[config.mk]
export PLATFORM = sky130hd
export DESIGN_NAME = ham_accum_flat
export DESIGN_NICKNAME = d
export VERILOG_FILES = /design/src/rtl/ham_accum_if.sv /design/src/rtl/ham_accum.sv /design/src/flat_wrapper.sv
export SDC_FILE = /design/constraint.sdc
export NUM_CORES = 1
export LEC_CHECK = 0
export ABC_AREA = 1
export CAP_MARGIN = 30
export CORE_UTILIZATION = 55
export DETAILED_ROUTE_END_ITERATION = 8
export GPL_TIMING_DRIVEN = 1
export HOLD_SLACK_MARGIN = 0.03
export PLACE_DENSITY = 0.85
export SYNTH_ARGS = -nofsm -noshare
export SYNTH_HDL_FRONTEND = slang
export SYNTH_SLANG_ARGS = --single-unit
[constraint.sdc]
create_clock -name clk -period 4.8 [get_ports clk]
set_input_delay 0.96 -clock clk [delete_from_list [all_inputs] [get_ports clk]]
set_output_delay 0.96 -clock clk [all_outputs]
set_load 0.01 [all_outputs]
[src/rtl/ham_accum_if.sv]
// Handshake/result bundle between the control unit and the Hamming-weight accumulator.
// The master drives the requests and the slave returns the block results.
interface ham_accum_if #(
  parameter int LEN_W = 8,
  parameter int SUM_W = LEN_W + 6
);
  logic             start;
  logic [LEN_W-1:0] len;
  logic [5:0]       hw;
  logic             in_valid;
  logic             in_ready;
  logic             busy;
  logic             done;
  logic [SUM_W-1:0] sum;
  logic [5:0]       max_hw;
  logic             err;

  modport master (
    output start, len, hw, in_valid,
    input  in_ready, busy, done, sum, max_hw, err
  );

  modport slave (
    input  start, len, hw, in_valid,
    output in_ready, busy, done, sum, max_hw, err
  );
endinterface

[src/rtl/ham_accum.sv]
// Block-level popcount accumulator: sums a programmed number of per-word Hamming
// weights, tracks the largest weight and flags weights above 32.
module ham_accum #(
  parameter int LEN_W = 8,
  parameter int SUM_W = LEN_W + 6
) (
  input  logic        clk,
  input  logic        rst,
  ham_accum_if.slave  bus
);

  typedef enum logic [1:0] {
    IDLE = 2'd0,
    RUN  = 2'd1,
    DONE = 2'd2
  } state_t;

  localparam logic [5:0] HW_LIMIT = 6'd32;

  state_t           state;
  state_t           state_next;
  logic [LEN_W-1:0] rem;
  logic [SUM_W-1:0] sum;
  logic [5:0]       max_hw;
  logic             err;
  logic             done;

  logic             start_ok;
  logic             accept;
  logic [SUM_W-1:0] hw_ext;

  assign start_ok = (state == IDLE) && bus.start;
  assign accept   = (state == RUN) && bus.in_valid;
  assign hw_ext   = {{(SUM_W-6){1'b0}}, bus.hw};

  // NOTE: every variable gets its default before the case so no path leaves it
  // unassigned; an unassigned path in always_comb would infer a latch.
  always_comb begin
    state_next = state;
    unique case (state)
      IDLE: begin
        if (bus.start) begin
          state_next = (bus.len == '0) ? DONE : RUN;
        end
      end
      RUN: begin
        if (bus.in_valid && (rem == LEN_W'(1))) begin
          state_next = DONE;
        end
      end
      DONE:    state_next = IDLE;
      default: state_next = IDLE;
    endcase
  end

  // NOTE: state registers use non-blocking assignments so every flop samples the
  // pre-edge values; blocking here would create order-dependent simulation.
  always_ff @(posedge clk) begin
    if (rst) begin
      state  <= IDLE;
      rem    <= '0;
      sum    <= '0;
      max_hw <= '0;
      err    <= 1'b0;
      done   <= 1'b0;
    end else begin
      state <= state_next;
      done  <= (state_next == DONE);
      if (start_ok) begin
        rem    <= bus.len;
        sum    <= '0;
        max_hw <= '0;
        err    <= 1'b0;
      end else if (accept) begin
        // Out-of-range weights are still summed; err only marks them.
        rem    <= rem - LEN_W'(1);
        sum    <= sum + hw_ext;
        max_hw <= (bus.hw > max_hw) ? bus.hw : max_hw;
        err    <= err | (bus.hw > HW_LIMIT);
      end
    end
  end

  assign bus.in_ready = (state == RUN);
  assign bus.busy     = (state == RUN);
  assign bus.done     = done;
  assign bus.sum      = sum;
  assign bus.max_hw   = max_hw;
  assign bus.err      = err;

endmodule
[src/flat_wrapper.sv]
// flat-port wrapper written by rule: the top's interface ports become plain ports
module ham_accum_flat 
#(
  parameter int LEN_W = 8,
  parameter int SUM_W = LEN_W + 6
)
  (clk, rst, bus_start, bus_len, bus_hw, bus_in_valid, bus_in_ready, bus_busy, bus_done, bus_sum, bus_max_hw, bus_err);
  ham_accum_if #(.LEN_W(LEN_W), .SUM_W(SUM_W)) bus_i ();
  input  logic clk;
  input  logic rst;
  input wire logic [$bits(bus_i.start)-1:0] bus_start;
  input wire logic [$bits(bus_i.len)-1:0] bus_len;
  input wire logic [$bits(bus_i.hw)-1:0] bus_hw;
  input wire logic [$bits(bus_i.in_valid)-1:0] bus_in_valid;
  output wire logic [$bits(bus_i.in_ready)-1:0] bus_in_ready;
  output wire logic [$bits(bus_i.busy)-1:0] bus_busy;
  output wire logic [$bits(bus_i.done)-1:0] bus_done;
  output wire logic [$bits(bus_i.sum)-1:0] bus_sum;
  output wire logic [$bits(bus_i.max_hw)-1:0] bus_max_hw;
  output wire logic [$bits(bus_i.err)-1:0] bus_err;
  assign bus_i.start = bus_start;
  assign bus_i.len = bus_len;
  assign bus_i.hw = bus_hw;
  assign bus_i.in_valid = bus_in_valid;
  assign bus_in_ready = bus_i.in_ready;
  assign bus_busy = bus_i.busy;
  assign bus_done = bus_i.done;
  assign bus_sum = bus_i.sum;
  assign bus_max_hw = bus_i.max_hw;
  assign bus_err = bus_i.err;
  ham_accum #(.LEN_W(LEN_W), .SUM_W(SUM_W)) u_core (.clk(clk), .rst(rst), .bus(bus_i));
endmodule
; Word-level counts from Yosys, hierarchy flattened
; Index checks and enable logic that the tools add are counted.
[classes]
bitwise_logic = 1
n_eq_ne = 3
reduce_logical = 8
mux = 6
magnitude_cmp = 2
n_addsub = 2
[ops]
columns = cell, count
row1 = $mux W8, 2
row2 = $add A14 B6 Y14, 1
row3 = $eq A8 B1 Y1 const B, 1
row4 = $logic_not A8 Y1, 1
row5 = $sub A8 B1 Y8 const B, 1
row6 = $gt A6 B6 Y1, 1
row7 = $gt A6 B6 Y1 const B, 1
row8 = $mux W2, 3
row9 = $pmux W2 S2, 1
row10 = $logic_and A1 B1 Y1, 3
row11 = $eq A2 B1 Y1 const B, 1
row12 = $eq A2 B2 Y1 const B, 1
row13 = $logic_not A2 Y1, 1
row14 = $reduce_and A2 Y1, 1
row15 = $reduce_bool A2 Y1, 1
row16 = $reduce_or A2 Y1, 1
row17 = $or A1 B1 Y1, 1
[totals]
wordCells = 28
in_bits = 18
reg_bits = 32

; Depth between registers and ports, before layout
; Gate-level depths: netlist of the first run.
[logic_depth]
word_depth = 5
depth_mapped = 10
mapped_depth_nobuf = 10

; Least setup slack after synthesis of the first run
; Ideal clock, no wire load.
[synth_path]
path_kind = input to register
startpoint = input bus_hw[0]
endpoint = register u_core.sum[10] (netlist: u_core.bus.sum[10])
setup_ns = 0.116
required_ns = 4.684
path_slack_ns = 2.631
n_path_buf = 0
arrival_time_ns = 2.053
stages = 9
path_cell_list = ha_1 -> inv_1 -> fa_1 -> inv_1 -> nand2_1 -> nand3_2 -> nand3_1 -> o21ai_0 -> nor2_1
[synth_between]
elab_chain_len = 1
[synth_lines]
columns = element, line
row1 = from (decl), flat_wrapper.sv:13  ; input wire logic [$bits(bus_i.hw)-1:0] bus_hw;
row2 = $add A14 B6 Y14, ham_accum.sv:77  ; sum <= sum + hw_ext;
row3 = to (signal assigned), ham_accum.sv:77
row4 = to (decl), ham_accum.sv:23  ; logic [SUM_W-1:0] sum;
; No other way between the ends.
; A chain may end at the register's enable or synchronous reset.

; Worst setup path after layout of the first run
; Ends and elaborated chain as after synthesis.

==> results.txt, run 1 <==
crit share post-route = 54.23%
Sum Neg Setup Slack = 0 ns
RR Endpoint = u_core.bus.sum[10]
post-CTS setup buffers = 0
largest family of logic cells by synthesized area = simple AND/OR/NAND/NOR gates
EDFF count, synth = 0
vias = 2003
hold path cells = 2
Filler Cell Count = 275
RSZ-0062 raised after global routing = false
Cell Area, Synth = 2042 um^2
detailed placement HPWL = 3362 um
most used routing layer = met2
Initial Utilization = 59.32%
pwr dens = 252.7 nW/um^2
CTS Sinks = 32
hold_sp = u_core.bus.max_hw[5]
worst slew pin tran = 0.4437 ns
Post-Syn Area per Cell = 6.922 um^2
# Max-Cap Violations = 0
fmax = 384.2 MHz
RR Startpoint = u_core.bus.sum[0]
Hold Fails Final Rpt = 0
Tot GR Track Use = 25.57%
reg2reg setup slack = 3.04 ns
total grt overflow = 0
Max Buffers Root-to-Sink = 2
XOR/XNOR share of the synthesized area = 3.002%
critical path fanouts, max = 7
vias per cell = 5.230
Main synth FF type = dfxtp_1
layout cells sized above 1 = 7.418%
Leakage Power = 1.099 nW
number of global-route vias before repair = 1899
final net count = 370
met1 global-route usage = 32.47%
largest net degree at the start of global routing = 26
Reg clk slew, reported paths = 0.06 ns
Die Span X = 62.93 um
CTS resizes = 0
TritonCTS clock tree = built
final antenna-violating net count = 0
Inserted Diodes = 0
initial antenna violation count = 0
post-synthesis sequential area ratio = 31.37%
CP startpoint kind = input pin
Worst-Skew Late Latency = 0.28 ns
CORE AREA = 3442 um^2
TritonCTS buffer count = 5
Final Setup Violations = 0
maximum VDD drop = 158.5 uV
register area = 640.6 um^2
Pre-Repair DR Iteration Count = 4
area grow syn2layout = 25.37%
M2 GR Usage = 43.15%
Setup CP Type = in2reg
most frequent cells in the layout = 66 x nand2_1, 43 x inv_1, 41 x clkdlybuf4s50_1
commonest non-fill, non-tap cell in the layout = nand2_1
drt drc = 0
Synth Area in Compound Gates = 14.40%
PortBufs = 41
worst rel slew slack = 70.32%
total power draw = 0.6469 mW
H-tree Lvls = 2
status = finished clean
Die Area = 3960 um^2
Worst R2R Path Depth = 9
Worst EP required = 4.98 ns
Worst EP arrival = 2.78 ns
Final GP Congestion = 0.8846
Ports = 42
crit end category = flop
area of the multi-input gates = 1172 um^2
cells after synthesis = 295
first-pass GRT wire length = 8155 um
Root Driver = clkbuf_8
Min-Delay Endpoint = u_core.bus.max_hw[5]
Detailed Route WL = 4481 um
Routed wire per std cell = 11.70 um
chip height = 62.93 um
hold crit path type = reg2reg
ys async rst share = 0%
Final min period = 2.603 ns
synth warn = 0
post-synthesis register bit count = 32
DRT iter0 DRCs = 123
met3 Usage GRT = 3.650%
Slew Limit Fails = 0
# hold bufs at CTS = 0
Post-Synth Adder-Cell Area = 9.559%
Yosys cell types = 35
Post-Synth Simple-Gate Area = 30.45%
syn_nets = 328
Worst Clk Skew = 0.001580 ns
FP Rows = 21
mux contribution to synthesized area = 0%
## final cells by class
class / instances / area share (%)
multi-input combinational: 209 / 45.80
clock buffer: 7 / 3.763
sequential: 32 / 25.02
inverter: 48 / 7.136
tap: 46 / 2.248
timing repair buffer: 41 / 16.03
## worst max-delay path: stages
cell,delay [ns]
clkdlybuf4s50_1,0.53
ha_1,0.22
inv_1,0.06
fa_1,0.39
inv_1,0.09
nand2_1,0.07
nand3_2,0.13
nand3_1,0.10
o21ai_0,0.17
nor2_1,0.05
## sequential cells by signal, summed over array words and instances (netlist names)
register	count
u_core.bus.done	1
u_core.bus.err	1
u_core.bus.max_hw	6
u_core.bus.sum	14
u_core.rem	8
u_core.state	2
## worst max-delay path by stage
stage,start,end,slack [ns]
after floorplan,bus_hw[0],u_core.bus.sum[10],2.63
after global placement,bus_hw[0],u_core.bus.sum[10],1.98
after detailed placement,bus_hw[0],u_core.bus.sum[10],1.92
after CTS,bus_hw[0],u_core.bus.sum[10],2.21
after global routing,bus_hw[0],u_core.bus.sum[10],2.02
final,bus_hw[0],u_core.bus.sum[10],2.20
## synthesized netlist by cell type, types with 2 or more instances
cell      count  area (um^2)
a21oi_1      25        125.1
a21oi_2       2        17.52
a31oi_1       4        25.02
buf_4         2        15.01
buf_6         2        22.52
dfxtp_1      32        640.6
ha_1         14        175.2
inv_1        43        161.4
inv_2         4        15.01
nand2_1      66        247.7
nand2_2       3        18.77
nand3_1      30        150.1
nand3_2       2        20.02
nand4_1       2        12.51
nor2_1       26        97.59
nor3_2        2        20.02
o21ai_0       9        45.04
o21ai_1       3        15.01
o21bai_1      3        22.52
xnor2_1       2        17.52
xor2_1        5        43.79
## layer usage
metal  wire (um)  share of wire (%)  up-vias
li1            -                  -     1036
met5           0                  0        -
met2        2052                 46       47
met3         198                4.4        8
met4          76                1.7        0
met1        2154                 48      912
## stage by stage
stage / area, um^2 / util (%) / std cells / hold slack [ns] / setup slack (ns)
after detailed placement: 2464 / 71.57 / 376 / 0.4643 / 1.921
after global routing: 2560 / 74.37 / 383 / 0.5087 / 2.025
after floorplan: 2042 / - / 295 / 0.4536 / 2.631
after global placement: 2464 / 71.57 / 376 / 0.4523 / 1.982
after CTS: 2560 / 74.37 / 383 / 0.4784 / 2.212
final: 2560 / 74.37 / 383 / 0.4778 / 2.197
## cells by family after synthesis
family / count (synthesis)
adders and majority gates: 15
AOI/OAI and AO/OA: 50
and+or+nand+nor: 137
buffers and inverters: 54
DFF: 32
xor gates and xnor gates: 7
## power breakdown
part / switching, mW / leakage (nW) / total (mW) / internal, mW
Sequential: 0.00922 / 0.260 / 0.286 / 0.276
Combinational: 0.0809 / 0.788 / 0.140 / 0.0592
Clock: 0.0936 / 0.0503 / 0.221 / 0.128
Total: 0.184 / 1.10 / 0.647 / 0.463
Power figures use the tool's default switching activity.
==> run 2: changes to the inputs <==
Settings changed: CORE_UTILIZATION 55 to 51, PLACE_DENSITY 0.85 to 0.8.
Clock period 4.8 ns to 2.4 ns, I/O delays scaled along.
==> results.txt, run 2 (synthesized netlist as in run 1, its figures left out) <==
Reg clk slew, reported paths = 0.06 ns (about the same)
max incr delay on CP = 0.51 ns (-0.02 ns)
final net count = 375 (+1.4%)
number of global-route vias before repair = 1778 (-6.4%)
Final GP Congestion = 0.8957 (+1.3%)
CP cell instances = clkdlybuf4s50_1 -> ha_1 -> inv_1 -> fa_1 -> inv_1 -> nand2_1 -> nand3_2 -> nand3_1 -> o21ai_0 -> nor2_1
largest net degree at the start of global routing = 13 (-50%)
Ports = 42 (unchanged)
RSZ-0062 raised after global routing = false
critical path fanouts, max = 7 (unchanged)
most frequent cells in the layout = 66 x nand2_1, 43 x inv_1, 41 x clkdlybuf4s50_1
PortBufs = 41 (unchanged)
Inserted Diodes = 0 (unchanged)
Worst EP required = 2.58 ns (-2.40 ns)
max reg flops = 14 (unchanged)
chip height = 65.28 um (+3.7%)
Die Area = 4261 um^2 (+7.6%)
Pre-Repair DR Iteration Count = 4 (unchanged)
H-tree Lvls = 2 (unchanged)
Finished Core Util = 68.95% (-5.4 points)
total grt overflow = 0 (unchanged)
Root Driver = clkbuf_8
worst rel slew slack = 78.49% (+8.2 points)
hold crit path type = reg2reg
first-pass GRT wire length = 7486 um (-8.2%)
# Max-Cap Violations = 0 (unchanged)
Worst Clk Skew = 0.002435 ns (+0.0008544 ns)
area grow syn2layout = 26.41%
crit end category = flop
commonest non-fill, non-tap cell in the layout = nand2_1
layout cells sized above 1 = 8.480% (+1.1 points)
vias = 1975 (-1.4%)
pwr dens = 481.8 nW/um^2 (+91%)
FP Rows = 22 (+4.8%)
DRT iter0 DRCs = 62 (-50%)
TritonCTS buffer count = 5 (unchanged)
CP startpoint kind = input pin
Routed wire per std cell = 11.57 um (-1.1%)
Max Buffers Root-to-Sink = 2 (unchanged)
Final Setup Violations = 0 (unchanged)
Slew Limit Fails = 0 (unchanged)
Setup CP Type = in2reg
Leakage Power = 1.114 nW (+1.4%)
post-CTS setup buffers = 0 (unchanged)
largest reg by FF count = u_core.bus.sum
final antenna-violating net count = 0 (unchanged)
Regs by FF count = u_core.bus.sum x14, u_core.rem x8, u_core.bus.max_hw x6
CTS Sinks = 32 (unchanged)
initial antenna violation count = 0 (unchanged)
# hold bufs at CTS = 0 (unchanged)
Tot GR Track Use = 22.61% (-3.0 points)
Finished Cell Area = 2581 um^2 (+0.83%)
crit share post-route = 87.58%
Hold Fails Final Rpt = 0 (unchanged)
Detailed Route WL = 4514 um (+0.74%)
Final min period = 2.102 ns
total power draw = 1.244 mW (+92%)
worst slew pin tran = 0.3220 ns (-0.1217 ns)
Worst EP arrival = 2.28 ns (-0.50 ns)
Die Span X = 65.28 um (+3.7%)
fmax = 475.8 MHz
most used cell, CP = inv_1
Sum Neg Setup Slack = 0 ns (unchanged)
vias per cell = 5.064 (-3.2%)
detailed placement HPWL = 3446 um (+2.5%)
Placed Area = 2504 um^2 (+1.6%)
CTS resizes = 0 (unchanged)
status = finished clean
highest-delay cell along the critical path = clkdlybuf4s50_1
TritonCTS clock tree = built
CORE AREA = 3744 um^2 (+8.8%)
maximum VDD drop = 385.0 uV (+140%)
Worst-Skew Late Latency = 0.28 ns (about the same)
drt drc = 0 (unchanged)
Initial Utilization = 54.55% (-4.8 points)
[run 2: cell type report]
type | count | area, um^2
well taps | 48 | 60.06
clock inverters | 1 | 5.005
flip-flops and latches | 32 | 640.6
clock buffers | 6 | 72.57
multi-input cells | 209 | 1172
inverters | 48 | 182.7
repair buffers | 46 | 447.9
fillers | 359 | 1162
[run 2: where the power goes]
group          total [mW]  internal [mW]  switching, mW
combinational       0.284          0.124          0.160
sequential          0.571          0.553         0.0179
clock               0.389          0.197          0.192
[run 2: final timing paths]
path                             start              endpoint  slack (ns)  cells past startpoint
setup reg to reg     u_core.bus.sum[0]    u_core.bus.sum[10]        0.60                      9
setup / recovery             bus_hw[0]    u_core.bus.sum[10]        0.30                     10
hold / removal    u_core.bus.max_hw[2]  u_core.bus.max_hw[2]        0.48                      2
hold reg to reg   u_core.bus.max_hw[2]  u_core.bus.max_hw[2]        0.48                      2
[run 2: critical path, delay by kind of cell]
kind | cells | cell delay, ns
AOI/OAI and AO/OA | 1 | 0.16
buffers and inverters | 3 | 0.68
adders and majority gates | 2 | 0.61
and+or+nand+nor | 4 | 0.35
[run 2: per-stage QoR]
| stage | worst slack, ns | std cells | hold WS, ns |
|---|---|---|---|
| 6_report | 0.2981 | 390 | 0.4785 |
| 5_1_grt | 0.2030 | 390 | 0.4990 |
| 4_1_cts | 0.3139 | 390 | 0.4825 |
| 3_5_place_dp | 0.04836 | 383 | 0.4727 |
| 3_3_place_gp | 0.1022 | 383 | 0.4532 |
| 2_1_floorplan | 0.7108 | 295 | 0.4536 |
[run 2: layer usage]
| metal | GRT usage (%) | wire (um) | vias up | part of all wire [%] |
|---|---|---|---|---|
| met2 | 37.76 | 2009 | 44 | 45 |
| met3 | 4.861 | 209 | 6 | 4.6 |
| li1 | - | - | 1041 | - |
| met4 | 7.065 | 51 | 0 | 1.1 |
| met1 | 28.86 | 2243 | 884 | 50 |
| met5 | 0 | 0 | - | 0 |
